## config.mk

```make
export PLATFORM = sky130hd
export DESIGN_NAME = mem_stage
export DESIGN_NICKNAME = d
export VERILOG_FILES = /design/src/rtl/riscv_pkg.sv /design/src/rtl/lsu_align.sv /design/src/rtl/mem_stage.sv
export SDC_FILE = /design/constraint.sdc
export NUM_CORES = 1
export LEC_CHECK = 0
export CORE_AREA = 2 2 148 150
export CTS_BUF_LIST = sky130_fd_sc_hd__clkbuf_2
export CTS_CLUSTER_DIAMETER = 30
export CTS_CLUSTER_SIZE = 25
export DETAILED_ROUTE_END_ITERATION = 7
export DIE_AREA = 0 0 150 152
export GPL_TIMING_DRIVEN = 0
export HOLD_SLACK_MARGIN = 0.08
export PLACE_DENSITY = 0.76
export SYNTH_ARGS = -nofsm -noshare
export SYNTH_HDL_FRONTEND = slang
export SYNTH_SLANG_ARGS = --single-unit
export TNS_END_PERCENT = 50
```

## constraint.sdc

```tcl
create_clock -name i_clk -period 2.15 [get_ports i_clk]
set_input_delay 0.43 -clock i_clk [delete_from_list [all_inputs] [get_ports i_clk]]
set_output_delay 0.43 -clock i_clk [all_outputs]
set_load 0.005 [all_outputs]
```

## src/rtl/riscv_pkg.sv

```systemverilog
// Shared RV32I constants and types for the memory stage.
package riscv_pkg;

    localparam logic [2:0] FUNCT3_LB  = 3'b000;
    localparam logic [2:0] FUNCT3_LH  = 3'b001;
    localparam logic [2:0] FUNCT3_LW  = 3'b010;
    localparam logic [2:0] FUNCT3_LBU = 3'b100;
    localparam logic [2:0] FUNCT3_LHU = 3'b101;
    localparam logic [2:0] FUNCT3_SB  = 3'b000;
    localparam logic [2:0] FUNCT3_SH  = 3'b001;
    localparam logic [2:0] FUNCT3_SW  = 3'b010;

    // Writeback select carried through to MEM/WB.
    localparam logic OP_TYPE_ALU = 1'b0;
    localparam logic OP_TYPE_MEM = 1'b1;

    typedef enum logic [1:0] {
        IDLE = 2'd0,
        REQ  = 2'd1,
        DONE = 2'd2
    } mem_state_t;

    // Halfwords need addr[0]=0, words need addr[1:0]=0; bytes are always aligned.
    function automatic logic is_misaligned(input logic [2:0] funct3, input logic [1:0] addr_lo);
        return ((funct3[1:0] == 2'b01) && addr_lo[0]) ||
               ((funct3[1:0] == 2'b10) && (addr_lo != 2'b00));
    endfunction

endpackage

```

## src/rtl/lsu_align.sv

```systemverilog
// Load lane extraction / sign extension and store byte-enable / lane replication.
module lsu_align
    import riscv_pkg::*;
(
    input  logic [2:0]  st_funct3,
    input  logic [1:0]  st_addr_lo,
    input  logic [31:0] st_data,
    output logic [3:0]  st_be,
    output logic [31:0] st_wdata,
    input  logic [2:0]  ld_funct3,
    input  logic [1:0]  ld_addr_lo,
    input  logic [31:0] ld_word,
    output logic [31:0] ld_data
);

    logic [31:0] byte_sh;
    logic [31:0] half_sh;

    // Store side: enable the addressed lanes and replicate the data across the word.
    always_comb begin
        st_be    = 4'b1111;
        st_wdata = st_data;
        case (st_funct3[1:0])
            2'b00: begin
                st_be    = 4'b0001 << st_addr_lo;
                st_wdata = {4{st_data[7:0]}};
            end
            2'b01: begin
                st_be    = 4'b0011 << {st_addr_lo[1], 1'b0};
                st_wdata = {2{st_data[15:0]}};
            end
            default: ;
        endcase
    end

    // Load side: shift the addressed lane down, then sign- or zero-extend.
    always_comb begin
        byte_sh = ld_word >> {ld_addr_lo, 3'b000};
        half_sh = ld_word >> {ld_addr_lo[1], 4'b0000};
        case (ld_funct3)
            FUNCT3_LB:  ld_data = {{24{byte_sh[7]}}, byte_sh[7:0]};
            FUNCT3_LBU: ld_data = {24'b0, byte_sh[7:0]};
            FUNCT3_LH:  ld_data = {{16{half_sh[15]}}, half_sh[15:0]};
            FUNCT3_LHU: ld_data = {16'b0, half_sh[15:0]};
            default:    ld_data = ld_word;
        endcase
    end

endmodule

```

## src/rtl/mem_stage.sv

```systemverilog
// Memory-access pipeline stage: req/ack data-memory handshake, timeout abort,
// load/store alignment and MEM/WB pass-through.
//
//  state | meaning
//  ------+------------------------------------------------------------
//  IDLE  | no transfer open; aligned mem op latches request and stalls
//  REQ   | request on the bus, waiting for ack or timeout
//  DONE  | result presented to MEM/WB for one cycle, stall released
module mem_stage
    import riscv_pkg::*;
#(
    parameter int TIMEOUT_CYCLES = 64,
    parameter int CNT_W          = 7
) (
    input  logic        i_clk,
    input  logic        i_rst,
    input  logic        i_valid,
    input  logic        i_mem_read,
    input  logic        i_mem_write,
    input  logic [2:0]  i_funct3,
    input  logic [31:0] i_alu_out,
    input  logic [31:0] i_rs2_val,
    input  logic [4:0]  i_rd_num,
    input  logic        i_op_type,
    input  logic [31:0] i_debug_pc,
    input  logic [31:0] i_debug_inst,
    output logic        o_dmem_req,
    output logic        o_dmem_we,
    output logic [31:0] o_dmem_addr,
    output logic [31:0] o_dmem_wdata,
    output logic [3:0]  o_dmem_be,
    input  logic        i_dmem_ack,
    input  logic [31:0] i_dmem_rdata,
    output logic        o_stall,
    output logic        o_misaligned,
    output logic        o_bus_err,
    output logic [31:0] o_mem_out,
    output logic [31:0] o_alu_out,
    output logic [4:0]  o_rd_num,
    output logic        o_op_type,
    output logic [31:0] o_debug_pc,
    output logic [31:0] o_debug_inst
);

    localparam logic [CNT_W-1:0] CNT_LAST = CNT_W'(TIMEOUT_CYCLES - 1);

    mem_state_t        state, state_nxt;
    logic [CNT_W-1:0]  cnt_q;
    logic [31:0]       addr_q;
    logic [31:0]       wdata_q;
    logic [3:0]        be_q;
    logic              we_q;
    logic [2:0]        funct3_q;
    logic [31:0]       buf_q;
    logic              bus_err_q;

    logic              mem_op;
    logic              misaligned;
    logic              start;
    logic              timeout;
    logic [3:0]        st_be;
    logic [31:0]       st_wdata;
    logic [31:0]       ld_data;

    assign mem_op     = i_valid & (i_mem_read | i_mem_write);
    assign misaligned = mem_op & is_misaligned(i_funct3, i_alu_out[1:0]);
    assign start      = mem_op & ~misaligned;
    assign timeout    = (cnt_q == CNT_LAST) & ~i_dmem_ack;

    lsu_align u_align (
        .st_funct3  (i_funct3),
        .st_addr_lo (i_alu_out[1:0]),
        .st_data    (i_rs2_val),
        .st_be      (st_be),
        .st_wdata   (st_wdata),
        .ld_funct3  (funct3_q),
        .ld_addr_lo (addr_q[1:0]),
        .ld_word    (buf_q),
        .ld_data    (ld_data)
    );

    // State register.
    always_ff @(posedge i_clk) begin
        if (i_rst) state <= IDLE;
        else       state <= state_nxt;
    end

    // Next-state logic; ack beats a coincident timeout.
    always_comb begin
        state_nxt = state;
        case (state)
            IDLE:    if (start) state_nxt = REQ;
            REQ:     if (i_dmem_ack || timeout) state_nxt = DONE;
            DONE:    state_nxt = IDLE;
            default: state_nxt = IDLE;
        endcase
    end

    // Request latch, timeout counter, load buffer and bus-error pulse.
    always_ff @(posedge i_clk) begin
        if (i_rst) begin
            cnt_q     <= '0;
            addr_q    <= '0;
            wdata_q   <= '0;
            be_q      <= '0;
            we_q      <= 1'b0;
            funct3_q  <= '0;
            buf_q     <= '0;
            bus_err_q <= 1'b0;
        end else begin
            bus_err_q <= 1'b0;
            case (state)
                IDLE: begin
                    cnt_q <= '0;
                    if (start) begin
                        addr_q   <= i_alu_out;
                        wdata_q  <= st_wdata;
                        be_q     <= st_be;
                        we_q     <= i_mem_write;
                        funct3_q <= i_funct3;
                    end
                end
                REQ: begin
                    cnt_q <= cnt_q + 1'b1;
                    if (i_dmem_ack) begin
                        buf_q <= i_dmem_rdata;
                    end else if (timeout) begin
                        buf_q     <= '0;
                        bus_err_q <= 1'b1;
                    end
                end
                default: cnt_q <= '0;
            endcase
        end
    end

    // Outputs: stall, bus request and MEM/WB payload.
    always_comb begin
        o_dmem_req   = (state == REQ);
        o_dmem_we    = we_q;
        o_dmem_addr  = {addr_q[31:2], 2'b00};
        o_dmem_wdata = wdata_q;
        o_dmem_be    = be_q;
        o_bus_err    = bus_err_q;
        o_misaligned = misaligned;
        o_stall      = ~i_rst & (((state == IDLE) & start) | (state == REQ));
        o_mem_out    = (~i_rst & (state == DONE)) ? ld_data : 32'b0;
        o_rd_num     = i_rd_num;
        if (i_rst || misaligned || ((state == DONE) && bus_err_q)) o_rd_num = 5'd0;
        o_alu_out    = i_alu_out;
        o_op_type    = i_op_type;
        o_debug_pc   = i_debug_pc;
        o_debug_inst = i_debug_inst;
    end

endmodule

```

==> flow_summary.json <==
{
  "yosysSeqAreaShare_pct": 36.6,
  "port_buffers": 311,
  "die_height_um": 152,
  "vias_per_cell": 4.96,
  "skew_ns": 0.0362,
  "placed_cells": 1351,
  "die_area_um2": 22800,
  "cts_max_level": 4,
  "powerDensity_nw_per_um2": 543,
  "hold_start": "i_alu_out[1]",
  "worstSetupPathType": "flop to output pin",
  "syn_avg_cell_area_um2": 8.21,
  "worstPathRequired_ns": 1.72,
  "fmax_mhz": 341,
  "hold_viol_final": 0,
  "synthFlopType": "dfxtp_1",
  "grt_setup_unrepaired": "yes",
  "rr_worst_depth": 8,
  "holdCritPathClass": "input pin to flop",
  "stdcell_count": 1431,
  "setup_viol": 34,
  "grt_antenna_before_repair": 4,
  "rrSetupSlack_ns": -0.04,
  "worst_pin_slew_ns": 0.858,
  "cts_tree": "done",
  "peakVddDrop_mv": 0.288,
  "synth_area_um2": 6230,
  "holdPathEnd": "o_dmem_be[2]",
  "finalMaxSlewViolations": 0,
  "cts_buffers": 17,
  "synth_edf_count": 0,
  "core-area_um2": 21400,
  "end_kind": "output pin",
  "status": "complete, but fails checks",
  "crit_arrival_ns": 2.50,
  "async_flop_share_pct": 0,
  "avgRoutedWirePerCell_um": 18.0,
  "fin_crit_ns": 2.93,
  "row_count": 54,
  "area.growth.synth_to_final_pct": 71.9,
  "maxSlewHeadroom_pct": 42.4,
  "grt_pass1_wl_um": 38000,
  "drtAntennaViolNets": 0,
  "clkLatencyLatePin_ns": 0.70,
  "nFillCells": 2048,
  "globalplace.congestion": 0.864,
  "holdPathStages": 3,
  "first_pass_iters": 5,
  "reg2reg_from": "state[0]",
  "track_usage_pct": 21.4,
  "nets": 1310,
  "fin_crit_sh_pct": 136,
  "initial_utilization_pct": 29.2,
  "drc": 0,
  "path_clk_slew_ns": 0.18,
  "dp_hpwl_um": 18800,
  "finalWirelength_um": 25800,
  "crit_path_max_fanout": 5,
  "cts.sinks": 114,
  "ioPinCount": 382,
  "via_count": 7093,
  "grt_max_degree": 17,
  "synth_cell_types": 47,
  "first_global_vias": 6812,
  "design_area_um2": 10700,
  "drive_gt1_share_pct": 33.7,
  "reg2reg_to": "funct3_q[0]",
  "cp-start-kind": "flop",
  "grt_overflow": 0,
  "cap_violations": 0,
  "synthCells": 759,
  "synth-seq-cells": 114,
  "clock_path_buffers": 2,
  "placed_cell_area_um2": 9700,
  "ys_warn_count": 0,
  "tns_ns": -21.50,
  "fp.dieW_um": 150,
  "p_leak_nw": 4.45,
  "fin_ws_ns": -0.778,
  "initialDrtViolationCount": 415,
  "violations": "negative setup slack",
  "cts_root_buf": "clkbuf_2",
  "dp_worst_setup_slack_ns": -1.52
}
==> kinds of logic (layout without fill, tap and decap cells) <==
group,count (synthesis),count (layout),share of synthesized area [%]
AOI/OAI and AO/OA,265,265,26.7
xor gates and xnor gates,6,6,0.844
adders and majority gates,2,2,0.362
buffers and inverters,205,592,20.5
DFF,114,114,36.6
muxes,21,21,3.62
other,1,6,0.0602
and+or+nand+nor,145,145,11.2
==> synthesized netlist by cell type, drive strengths merged, types with 10 or more instances <==
master / number / share of area [%]
a21oi: 87 / 7.0
buf: 146 / 17
o21ai: 81 / 6.5
a22o: 32 / 4.5
nand3: 53 / 4.3
clkbuf: 45 / 2.7
inv: 14 / 0.84
dfxtp: 114 / 37
a21o: 16 / 1.9
mux2i: 18 / 2.9
nand2: 44 / 2.7
nor2: 21 / 1.3
a211oi: 11 / 1.3
a311oi: 10 / 1.4
==> worst max path at each step <==
| stage | startpoint | end | slack [ns] | cells past startpoint |
|---|---|---|---|---|
| floorplan | i_rst | o_mem_out[21] | 0.02 | 5 |
| global placement | i_mem_write | o_stall | -1.49 | 8 |
| detailed placement | i_mem_write | o_stall | -1.52 | 8 |
| CTS | addr_q[0] | o_mem_out[11] | -0.78 | 5 |
| global route | addr_q[0] | o_mem_out[11] | -0.91 | 5 |
| finish | addr_q[1] | o_mem_out[11] | -0.78 | 9 |
==> what timing repair did <==
| item | CTS | global route |
|---|---|---|
| cloned | 1 | 1 |
| endpoints found under the setup margin | 51 | 90 |
| gates resized for setup | 278 | 89 |
| hold endpoints to repair | 0 | 2 |
| buffers inserted | 31 | 11 |
| pin swaps | 30 | 9 |
| hold buffers | 0 | 2 |
==> stage by stage <==
step / hold slack (ns) / utilization (%) / total power, mW
3_5_place_dp: 0.466 / 45.4 / 3.78
3_3_place_gp: 0.443 / 45.4 / 3.76
2_1_floorplan: 0.430 / - / 2.98
4_1_cts: 0.0931 / 49.3 / 5.77
6_report: 0.144 / 50.1 / 5.81
5_1_grt: 0.0855 / 50.1 / 6.07
==> sequential cells by signal, summed over array words and instances (netlist names) <==
name and cells:
funct3_q 3, o_dmem_be 4, state 2, addr_q 32
buf_q 32, o_dmem_we 1, o_dmem_wdata 32, cnt_q 7
o_bus_err 1
==> critical path, cell delays in order, from the launching register on <==
cell        delay [ns]
dfxtp_4           0.39
buf_4             0.13
buf_6             0.11
clkbuf_16         0.15
clkinvlp_4        0.09
buf_4             0.12
o21ai_0           0.07
nor3b_2           0.17
a2111oi_4         0.40
buf_2             0.18
==> cell usage in the layout (no fill, tap or decap), types with 32 or more instances in the layout <==
master,n
o21ai_0,76
nand2_1,41
dfxtp_1,76
a21oi_1,80
clkbuf_1,34
nand3_1,53
clkdlybuf4s50_1,246
dfxtp_2,32
buf_2,40
a22o_1,32
buf_4,178
==> final cells by class <==
type | count | area [um^2] | share of cell area (%)
Buffer | 191 | 1370 | 12.8
Clock inverter | 14 | 216 | 2.02
Clock buffer | 18 | 90.1 | 0.842
Multi-Input combinational cell | 441 | 2960 | 27.6
Tap cell | 280 | 350 | 3.27
Antenna cell | 4 | 10.0 | 0.0935
Inverter | 14 | 58.8 | 0.549
Sequential cell | 114 | 2340 | 21.9
Timing Repair Buffer | 355 | 3310 | 30.9
==> metal layers <==
layer	wire length [um]	track usage, %	share of wire (%)
met1	10400	26.8	40
met2	12100	34.5	47
met3	2310	5.62	9.0
met4	933	9.57	3.6
met5	0	0	0
==> power breakdown <==
group / switching, mW / internal [mW]
combinational: 0.691 / 0.941
clock: 0.877 / 0.981
sequential: 0.0848 / 2.23
Power figures use the tool's default switching activity.
